`config.mk`:
```
export PLATFORM = sky130hd
export DESIGN_NAME = mix_columns_seq
export DESIGN_NICKNAME = d
export VERILOG_FILES = /design/src/rtl/aes_pkg.sv /design/src/rtl/mapcolumn.sv /design/src/rtl/mix_columns_seq.sv
export SDC_FILE = /design/constraint.sdc
export NUM_CORES = 1
export LEC_CHECK = 0
export BUFFER_PORTS_ARGS = -buffer_cell sky130_fd_sc_hd__buf_2
export CAP_MARGIN = 5
export CORE_UTILIZATION = 51
export CTS_CLUSTER_DIAMETER = 150
export DETAILED_ROUTE_END_ITERATION = 16
export GPL_ROUTABILITY_DRIVEN = 0
export PLACE_DENSITY = 0.87
export REMOVE_ABC_BUFFERS = 1
export SYNTH_ARGS = -nofsm -noshare
export SYNTH_HDL_FRONTEND = slang
export SYNTH_HIERARCHICAL = 1
export SYNTH_SLANG_ARGS = --single-unit
```
`constraint.sdc`:
```
create_clock -name clk -period 2.8 [get_ports clk]
set_clock_uncertainty 0.2 [all_clocks]
set_input_delay 0.14 -clock clk [delete_from_list [all_inputs] [get_ports clk]]
set_output_delay 0.14 -clock clk [all_outputs]
set_load 0.01 [all_outputs]
```
`src/rtl/aes_pkg.sv`:
```
// Shared AES definitions: MixColumns FSM states, column geometry and GF(2^8) helpers.
// Used by the sequential MixColumns engine and its column-mix unit.
package aes_pkg;

    localparam int MC_LAT_DEF = 2;
    localparam int COL_W      = 32;
    localparam int NUM_COLS   = 4;

    typedef enum logic [1:0] {
        IDLE  = 2'd0,
        ISSUE = 2'd1,
        DRAIN = 2'd2,
        DONE  = 2'd3
    } mc_state_e;

    // Multiply by x in GF(2^8) modulo the AES polynomial x^8+x^4+x^3+x+1.
    function automatic logic [7:0] xtime(input logic [7:0] a);
        return {a[6:0], 1'b0} ^ (a[7] ? 8'h1b : 8'h00);
    endfunction

    function automatic logic [7:0] xthree(input logic [7:0] a);
        return xtime(a) ^ a;
    endfunction

endpackage

```
`src/rtl/mapcolumn.sv`:
```
// MixColumns on one 32-bit column (byte 0 in MSBs), MC_LAT register stages deep.
// Fully pipelined, one column per cycle; no backpressure, caller must accept every result.
module mapcolumn
    import aes_pkg::*;
#(
    parameter int MC_LAT = MC_LAT_DEF
) (
    input  logic             clk,
    input  logic             rst,
    input  logic             i_valid,
    input  logic [COL_W-1:0] i_col,
    output logic             o_valid,
    output logic [COL_W-1:0] o_col
);

    logic [7:0]       a0, a1, a2, a3;
    logic [COL_W-1:0] mix_d;
    logic [COL_W-1:0] dat_q [MC_LAT];
    logic [MC_LAT-1:0] vld_q;

    assign {a0, a1, a2, a3} = i_col;

    always_comb begin
        mix_d = {xtime(a0)  ^ xthree(a1) ^ a2         ^ a3,
                 a0         ^ xtime(a1)  ^ xthree(a2) ^ a3,
                 a0         ^ a1         ^ xtime(a2)  ^ xthree(a3),
                 xthree(a0) ^ a1         ^ a2         ^ xtime(a3)};
    end

    always_ff @(posedge clk or negedge rst) begin
        if (!rst) begin
            for (int i = 0; i < MC_LAT; i++) begin
                dat_q[i] <= '0;
            end
            vld_q <= '0;
        end else begin
            dat_q[0] <= mix_d;
            vld_q[0] <= i_valid;
            for (int i = 1; i < MC_LAT; i++) begin
                dat_q[i] <= dat_q[i-1];
                vld_q[i] <= vld_q[i-1];
            end
        end
    end

    assign o_valid = vld_q[MC_LAT-1];
    assign o_col   = dat_q[MC_LAT-1];

endmodule

```
`src/rtl/mix_columns_seq.sv`:
```
// Sequential AES MixColumns: one shared column unit, one column per cycle, 7-edge latency (1 on bypass).
// Single state in flight; i_ready only in IDLE, result held in DONE until o_ready.
module mix_columns_seq
    import aes_pkg::*;
#(
    parameter int MC_LAT = MC_LAT_DEF
) (
    input  logic         clk,
    input  logic         rst,
    input  logic         i_valid,
    output logic         i_ready,
    input  logic [127:0] i_state,
    input  logic         i_bypass,
    output logic         o_valid,
    input  logic         o_ready,
    output logic [127:0] o_state
);

    mc_state_e        state_q, state_d;
    logic [1:0]       col_idx_q, col_idx_d;
    logic [2:0]       res_cnt_q;
    logic [127:0]     cap_q;
    logic [127:0]     res_q;
    logic             accept;
    logic             mc_in_vld;
    logic [COL_W-1:0] mc_in_col;
    logic             mc_out_vld;
    logic [COL_W-1:0] mc_out_col;

    assign i_ready   = (state_q == IDLE);
    assign o_valid   = (state_q == DONE);
    assign o_state   = res_q;
    assign accept    = i_valid && i_ready;
    assign mc_in_vld = (state_q == ISSUE);
    // Column c lives at bits [127-32c -: 32], i.e. base offset 32*(3-c).
    assign mc_in_col = cap_q[{~col_idx_q, 5'd0} +: COL_W];

    mapcolumn #(
        .MC_LAT (MC_LAT)
    ) u_mapcolumn (
        .clk     (clk),
        .rst     (rst),
        .i_valid (mc_in_vld),
        .i_col   (mc_in_col),
        .o_valid (mc_out_vld),
        .o_col   (mc_out_col)
    );

    always_comb begin
        state_d   = state_q;
        col_idx_d = col_idx_q;
        case (state_q)
            IDLE: begin
                if (accept) begin
                    col_idx_d = 2'd0;
                    state_d   = i_bypass ? DONE : ISSUE;
                end
            end
            ISSUE: begin
                if (col_idx_q == 2'd3) begin
                    col_idx_d = 2'd0;
                    state_d   = DRAIN;
                end else begin
                    col_idx_d = col_idx_q + 2'd1;
                end
            end
            DRAIN: begin
                if (mc_out_vld && (res_cnt_q == 3'd3)) begin
                    state_d = DONE;
                end
            end
            DONE: begin
                if (o_ready) begin
                    state_d = IDLE;
                end
            end
            default: state_d = IDLE;
        endcase
    end

    always_ff @(posedge clk or negedge rst) begin
        if (!rst) begin
            state_q   <= IDLE;
            col_idx_q <= 2'd0;
        end else begin
            state_q   <= state_d;
            col_idx_q <= col_idx_d;
        end
    end

    // Result columns land in issue order, so the counter doubles as the write index.
    always_ff @(posedge clk or negedge rst) begin
        if (!rst) begin
            cap_q     <= '0;
            res_q     <= '0;
            res_cnt_q <= 3'd0;
        end else if (accept) begin
            cap_q     <= i_state;
            res_cnt_q <= 3'd0;
            if (i_bypass) begin
                res_q <= i_state;
            end
        end else if (mc_out_vld) begin
            res_q[{~res_cnt_q[1:0], 5'd0} +: COL_W] <= mc_out_col;
            res_cnt_q <= res_cnt_q + 3'd1;
        end
    end

endmodule

```
; ---- Word level (Yosys, flattened, before mapping)
; Cells that the tools add are included.
[op_classes]
n_addsub = 3
eq_ne = 10
shifts = 3
n_mux = 19
bitwise_logic = 22
n_reduce_logical = 8
[ops]
columns = cell, count
row1 = $mux 128, 3
row2 = $xor 8x8->8, 19
row3 = $bwmux 128, 1
row4 = $shift 32x9->128 const A, 1
row5 = $shiftx 128x8->32, 1
row6 = $shiftx 32x9->128, 1
row7 = $mux 5, 4
row8 = $mux 2, 7
row9 = $neg 7->9, 1
row10 = $pmux 2 s4, 1
row11 = $xor 8x5->8, 1
row12 = $eq 2x2->1 const B, 3
row13 = $mux 3, 2
row14 = $ne 2x2->1 const B, 3
row15 = $ne 2x1->1 const B, 2
row16 = $not 2->2, 2
row17 = $pmux 2 s2, 1
row18 = $reduce_and 2->1, 2
row19 = $reduce_and 4->1, 1
row20 = $reduce_bool 2->1, 2
row21 = $add 3x1->3 const B, 1
row22 = $eq 3x2->1 const B, 1
row23 = $add 2x1->2 const B, 1
row24 = $eq 2x1->1 const B, 1
row25 = other kinds (2), 3
[totals]
regBits = 329
inputBits = 133
out_inout_bits = 130

; ---- Longest topological paths before layout
; Gate-level depths: netlist of run 1.
[depth]
word_depth = 8
ltp_mapped = 10
mapped_depth_nobuf = 5

; ---- By module
; Netlist of run 1, hierarchy kept.
[by_module_without_submodules]
columns = mod, n_inst, cells_per_inst, area_each_um2, seq_area_each_um2
row1 = mix_columns_seq, 1, 1218, 12637.1, 6581.3
row2 = mapcolumn, 1, 186, 3231.8, 1651.6

; ---- Worst setup path after synthesis of run 1
; Ideal clock, no wire load.
[synth_path]
kind = reg2reg
startpoint = reg res_cnt_q[0]
endpoint = reg res_q[116] (netlist: o_state[116])
setup_time_ps = 128
arrival_ps = 2370
required_ps = 2472
slack_ps = 102
path_stages_with_launch = 11
synth_period_minus_slack_ps = 2698
path_cell_list = dfrtp_1 buf_2 buf_1 inv_1 ha_1 buf_2 nor2b_1 clkbuf_1 clkbuf_1 a32o_1 mux2_1
[synth_via]
elab_chain_len = 6
[synth_lines]
columns = item, line_no
row1 = from (decl), mix_columns_seq.sv:21  ; logic [2:0] res_cnt_q;
row2 = from (signal assigned), mix_columns_seq.sv:105  ; res_cnt_q <= res_cnt_q + 3'd1;
row3 = $not 2->2 (*), mix_columns_seq.sv:104  ; res_q[{~res_cnt_q[1:0], 5'd0} +: COL_W] <= mc_out_col;
row4 = $neg 7->9 (*), mix_columns_seq.sv:104
row5 = $shiftx 32x9->128 / $shift 32x9->128 (equally long branches), mix_columns_seq.sv:104
row6 = $bwmux 128 (*), mix_columns_seq.sv:104
row7 = $mux 128 (*), mix_columns_seq.sv:103  ; end else if (mc_out_vld) begin
row8 = $mux 128 (*), mix_columns_seq.sv:97  ; end else if (accept) begin
row9 = to (signal assigned), mix_columns_seq.sv:101  ; res_q <= i_state;
row10 = "to (signal, indexed assignment)", mix_columns_seq.sv:104
row11 = to (decl), mix_columns_seq.sv:23  ; logic [127:0] res_q;
; Every way passes the cells marked *; elsewhere a longest branch is shown, timed or not. The select of a mux whose other input is x is not followed.
; A chain may end at the register's enable or synchronous reset.

; ---- Worst setup path after layout of run 1
[layout_path]
startpoint = reg state_q[1]
endpoint = reg res_q[19] (netlist: o_state[19])
[layout_via]
elab_chain_len = 4
[layout_lines]
columns = item, line_no
row1 = from (decl), mix_columns_seq.sv:19  ; mc_state_e state_q, state_d;
row2 = from (signal assigned), mix_columns_seq.sv:86  ; state_q <= state_d;
row3 = $logic_not 2->1 (*), mix_columns_seq.sv:30  ; assign i_ready = (state_q == IDLE);
row4 = $logic_and 1x1->1 (*), mix_columns_seq.sv:33  ; assign accept = i_valid && i_ready;
row5 = $ne 2x2->1 (no line) / $reduce_bool 2->1 (equally long branches), -
row6 = $reduce_and 2->1 (no line), -
; Every way passes the cells marked *; elsewhere a longest branch is shown, timed or not.

==> results by group, run 1 <==
Yosys
  • Mapped Avg Cell Area: 11.3 um^2
  • Top cells by count, synth: 369 x nand2_1, 329 x dfrtp_1, 80 x a2bb2oi_1, 59 x clkbuf_1, 49 x nand4_1
  • Top FF cell, synth: dfrtp_1
  • Leading area contributor after synthesis: dfrtp_1
  • Synth area leaders: dfrtp_1 52%, nand2_1 8.7%, mux4_2 4.5%
  • Most frequent cell after synthesis: nand2_1
  • Synth cell types: 45
  • Share of the synthesized area in the top cell type: 51.9%
  • Number of flops mapped to enable cells by yosys: 0
  • Flops & latches, synth: 329
  • Post-synth ARST share: 100%
  • Post-Synthesis Cells: 1404
  • Sequential area share after synthesis: 51.9%
  • Synthesized cell area: 15900 um^2
  • Warnings, synthesis: 6

GRT
  • First-pass GRT wire length: 82.2 mm
  • Grt total ovfl: 0
  • Largest net degree at the start of global routing: 89
  • Met2 Track Usage GR: 53.8%
  • Initial antenna violation count: 3
  • Global-route met1 utilization: 43.2%
  • Number of global-route vias before repair: 14410
  • Gr busiest metal: met2
  • Total track usage: 34.6%
  • Met3 usage: 10.4%

Routing
  • Post-Route WL: 54.1 mm
  • DRC: 0
  • Post-DR wirelength/cell: 25.1 um
  • Routed vias: 13660
  • Routed Antenna Nets: 0
  • Detailed Route Iter0 Violations: 1702
  • Vias/cell: 6.33
  • TritonRoute pass-1 iters: 6

Setup path
  • Critical path's slowest cell: a21o_2
  • Critical Path AT: 2960 ps
  • Worst path required time: 3060 ps
  • Cells along the critical path: inv_1 > ha_2 > and3_1 > a21o_2 > o22a_1
  • WS Path Type: flip-flop to flip-flop
  • CP Launch Type: flip-flop
  • Worst path max stage delay: 800 ps
  • CP endpoint kind: flip-flop
  • Max FO, Critical Path: 32

CTS
  • CTS Root Cell: clkbuf_16
  • CTS H-Tree Depth: 2
  • Post-CTS setup buffers: 0
  • Hold buffer count at CTS: 135
  • CTS resizes: 0
  • Num CTS Buffers: 34
  • Clock slew at reported path FFs: 60 ps
  • Clk buf depth: 3
  • Worst-skew pair later-pin latency: 520 ps
  • CTS sink count: 329
  • TritonCTS clock tree: built

Placement
  • Port Buf Inserts: 262
  • Post-DP HPWL: 33.6 mm

Run status
  • Violated checks: negative hold slack
  • Outcome: finished with violations

STA
  • WHS: -10.3 ps
  • Crit share post-route: 96.5%
  • Worst-Margin Slew: 1000 ps
  • Max Clock Freq: 370 MHz
  • Fin. Hold Viols: 2
  • Max Slew Vio Count: 0
  • Max transition margin: 33.0%
  • Post-layout min period: 2700 ps
  • RSZ-0062 raised after global routing: no
  • # setup viols final: 0

Floorplan
  • Area of the core: 30600 um^2
  • Die width: 178 um
  • Full die area: 31800 um^2
  • I/O Pins: 263
  • Die Y: 178 um
  • Rows: 64
  • Initial cell density of the core: 51.9%

Power and ir drop
  • Pleak: 10.3 nW
  • Maximum vdd drop: 0.433 mV
  • Pwr Total: 9.80 mW
  • Power per cell area: 489 nW/um^2

Job
  • Max cap viols: 0

Cells and area
  • Fill count: 2182
  • Multi-input combinational cell area: 6810 um^2
  • Sequential Area: 8240 um^2
  • P&R area growth vs syn: 26.2%
  • Nets@finish: 1880
  • Share of layout cells above drive strength 1: 25.8%

Min path
  • Min-delay worst type: input port to async pin
==> worst paths after layout <==
| path | slack [ps] | end | startpoint | cells after the start |
|---|---|---|---|---|
| worst max-delay path | 100 | o_state[19] | state_q[1] | 5 |
| worst min-delay path | -10 | o_state[117] | rst | 2 |
| worst max register to register | 100 | o_state[19] | state_q[1] | 5 |
| worst min register to register | 150 | u_mapcolumn/o_col[20] | u_mapcolumn/dat_q[52] | 0 |
| max in group asynchronous | 1510 | o_state[17] | rst | 3 |
| min in group clk | 50 | cap_q[81] | i_valid | 3 |
==> critical path, delay by kind of cell (launching register included) <==
family,cells,cell delay (ps)
AO/OA/AOI/OAI,2,1070
adder cells (fa/ha/maj),1,450
flip-flops,1,420
AND/OR/NAND/NOR,1,330
buffers and inverters,1,150
==> layout make-up <==
type | count | area share [%]
timing repair buffer | 454 | 16.4
clock buffer | 54 | 5.19
tap | 396 | 2.47
clock inverter | 5 | 0.387
inverter | 21 | 0.394
antenna | 2 | 0.0250
sequential | 329 | 41.1
multi-input combinational | 896 | 34.0
==> kinds of logic (layout without fill, tap and decap cells) <==
family	after synthesis	count (layout)	synth area share [%]
flip-flops	329	329	51.9
multiplexers	83	83	8.14
buffers and inverters	179	534	5.66
other	0	2	0
AO/OA/AOI/OAI	221	221	11.6
XOR/XNOR	81	81	8.29
adder cells (fa/ha/maj)	11	11	0.867
AND/OR/NAND/NOR	500	500	13.6
==> routing by layer <==
metal | vias up | part of all wire (%)
met5 | - | 0.013
met4 | 2 | 5.7
met3 | 279 | 12
met2 | 1157 | 46
met1 | 6632 | 36
li1 | 5590 | -
==> through the flow <==
step           cell area (um^2)  worst slack, ps  util [%]  std cells  setup TNS [ps]
2_1_floorplan             15000            -2210         -       1246         -459810
3_3_place_gp              17600              339      57.4       1961               0
3_5_place_dp              17600              269      57.4       1961               0
4_1_cts                   20000              181      65.4       2155               0
5_1_grt                   20000             39.1      65.5       2157               0
6_report                  20000             99.0      65.5       2157               0
==> registers in the layout, summed over array words and instances (netlist names) <==
register / flops
cap_q: 128
col_idx_q: 2
o_state: 128
res_cnt_q: 3
state_q: 2
u_mapcolumn/dat_q: 32
u_mapcolumn/o_col: 32
u_mapcolumn/vld_q: 2
==> cells in the final DEF, fill, tap and decap left out, types with 3 or more instances in the layout <==
master / instances
nand4_1: 49
nand3_1: 19
nand2_1: 368
ha_1: 6
dlygate4sd3_1: 135
xnor3_1: 29
o22a_1: 47
nor2_1: 5
mux2_2: 36
a2bb2oi_1: 80
inv_1: 20
nor3_1: 31
clkbuf_8: 5
o22ai_1: 32
xor2_1: 14
xnor2_1: 24
clkbuf_16: 37
nor2b_1: 3
ha_2: 5
mux4_2: 32
buf_4: 42
a32o_1: 33
buf_2: 261
xor3_1: 12
o21ai_0: 18
clkbuf_1: 12
buf_12: 15
mux2_1: 12
nor3b_1: 17
mux2i_1: 3
dfrtp_1: 327
==> power by group <==
part	switching [mW]	total [mW]	internal (mW)	leakage (nW)
clock network	1.89	4.62	2.73	0.542
logic	0.210	0.425	0.216	5.18
registers	0	4.75	4.75	4.58
total	2.10	9.80	7.70	10.3
Power figures use the tool's default switching activity.
==> run 2, diff against run 1 <==
CORE_UTILIZATION = 45   (was 51)
MAX_ROUTING_LAYER = met4   (was not set)
PLACE_DENSITY = 0.8   (was 0.87)
==> run 2 against run 1 <==
  * The flow now finishes without violations
  * Power increased by 3.8%
  * Register-to-register slack improved by 170 ps
  * Sequential share of layout area decreased by 0.39 points
  * Clock power increased by 8.0%
  * Combinational power increased by 1%
  * Clock-buffer cell count decreased by 1
  * Die area increased by 13%
  * Critical path type unchanged
  * Critical endpoint is now o_state[27]
  * Largest power group is now the clock network
==> results by group, run 2 (synthesized netlist as in run 1, its figures left out) <==
STA
  • RSZ-0062 raised after global routing: no
  • Max Clock Freq: 396 MHz
  • Worst-Margin Slew: 595 ps
  • Max Slew Vio Count: 0
  • Final WS setup: 273 ps
  • Fin. Hold Viols: 0
  • Post-layout min period: 2530 ps
  • # setup viols final: 0
  • Crit share post-route: 90.2%
  • Max transition margin: 60.2%

Placement
  • Post-DP HPWL: 33.3 mm
  • Pre-CTS WS: 320 ps
  • Port Buf Inserts: 262
  • Placed Cells incl. Taps: 2013
  • Placed Area: 17600 um^2

Min path
  • Hold path depth: 3
  • Min-delay worst type: input port to flip-flop
  • Hold_sp: i_valid
  • Hold Path End: cap_q[91]

Floorplan
  • Die Y: 190 um
  • Initial cell density of the core: 45.8%
  • Area of the core: 34600 um^2
  • Full die area: 36000 um^2
  • Die width: 190 um
  • I/O Pins: 263
  • Rows: 68

CTS
  • CTS sink count: 329
  • Clk buf depth: 3
  • CTS H-Tree Depth: 2
  • TritonCTS clock tree: built
  • Clock slew at reported path FFs: 60 ps
  • CTS resizes: 0
  • Worst-skew pair later-pin latency: 530 ps
  • Num CTS Buffers: 35
  • CTS Root Cell: clkbuf_16

Setup path
  • Critical Path AT: 2710 ps
  • FF-to-FF path depth: 7
  • Worst reg2reg setup slack: 270 ps
  • FF-to-FF Start: state_q[0]
  • Worst path max stage delay: 450 ps
  • WS Path Type: flip-flop to flip-flop
  • CP Launch Type: flip-flop
  • Max FO, Critical Path: 76
  • CP endpoint kind: flip-flop
  • Worst path required time: 2990 ps
  • Reg2reg end: o_state[27]
  • Cells along the critical path: inv_1 > ha_2 > buf_4 > and2_4 > buf_12 > nor3b_1 > o22a_1
  • Critical path's slowest cell: ha_2

Cells and area
  • Share of layout cells above drive strength 1: 26.1%
  • Core Util, Final: 58.4%
  • Non-Filler Instances: 2215
  • Commonest non-fill, non-tap cell in the layout: nand2_1
  • P&R area growth vs syn: 27.4%
  • Final instance area: 20200 um^2
  • Nets@finish: 1878
  • Most frequent cells in the layout: 368 x nand2_1, 327 x dfrtp_1, 261 x buf_2

Routing
  • Detailed Route Iter0 Violations: 1236
  • TritonRoute pass-1 iters: 5
  • Routed Antenna Nets: 0
  • Post-DR wirelength/cell: 23.5 um
  • Vias/cell: 5.93
  • DRC: 0
  • Routed vias: 13125
  • Post-Route WL: 52.1 mm

GRT
  • First-pass GRT wire length: 79.7 mm
  • Largest net degree at the start of global routing: 96
  • Number of global-route vias before repair: 13595
  • Total track usage: 30.1%
  • Grt total ovfl: 0
  • Initial antenna violation count: 1

Power and ir drop
  • Maximum vdd drop: 0.384 mV
  • Power per cell area: 503 nW/um^2
  • Pwr Total: 10.2 mW
  • Pleak: 10.4 nW

Run status
  • Outcome: completed

Job
  • Max cap viols: 0
run 2: changes by cell type in the layout (fill, tap and decap cells not counted):
cell | previous run | this run
clkbuf_8 | 5 | 14
clkbuf_1 | 12 | 4
buf_4 | 42 | 35
dlygate4sd3_1 | 135 | 138
inv_6 | 0 | 3
bufinv_16 | 2 | 4
clkbuf_16 | 37 | 35
a21o_1 | 1 | 2
a21o_2 | 2 | 1
buf_12 | 15 | 16
clkinv_1 | 1 | 0
clkinvlp_4 | 1 | 0
diode_2 | 2 | 1
inv_2 | 0 | 1
run 2: through the flow:
step | hold WS (ps) | TNS, ps
2_1_floorplan | -356 | -459810
3_3_place_gp | -57.6 | 0
3_5_place_dp | -56.8 | 0
4_1_cts | 6.75 | 0
5_1_grt | 48.3 | 0
6_report | 27.5 | 0
run 2: area by class of cell:
cell class | count | area (um^2)
timing repair buffer | 451 | 3290
antenna | 1 | 2.50
inverter | 21 | 78.8
sequential | 329 | 8240
multi-input combinational | 896 | 6800
tap | 455 | 569
clock buffer | 53 | 1080
fill | 2758 | 14400
clock inverter | 9 | 156
run 2: worst max-delay path by stage:
stage                       startpoint               endpoint  cells after the start
after floorplan             state_q[0]            o_state[31]                      5
after global placement    col_idx_q[0]  u_mapcolumn/dat_q[63]                      4
after detailed placement  col_idx_q[0]  u_mapcolumn/dat_q[63]                      4
after CTS                 col_idx_q[0]  u_mapcolumn/dat_q[35]                      4
after global routing        state_q[0]            o_state[27]                      7
final                       state_q[0]            o_state[27]                      7
run 2: per-layer routing:
layer	up-vias	global-route usage, %	wire length, um
li1	5592	-	-
met1	6527	39.8	20800
met2	826	44.8	23900
met3	180	6.92	5240
met4	0	12.4	2120
met5	-	-	0
run 2: power by group:
group          switching, mW  total [mW]  internal (mW)
Sequential                 0        4.75           4.75
Combinational          0.210       0.430          0.220
Clock                   1.94        4.99           3.04
Total                   2.15        10.2           8.02
run 2: critical path: cells and delay by family (launching register included):
family | cells | cell delay (ps)
and+or+nand+nor | 2 | 320
adders and majority gates | 1 | 450
AOI/OAI and AO/OA | 1 | 230
DFF | 1 | 430
buffers and inverters | 3 | 650
run 2: timing repair:
action | CTS | global route
hold buffers | 139 | 0
buffers inserted | 0 | 0
hold endpoints to repair | 587 | 0
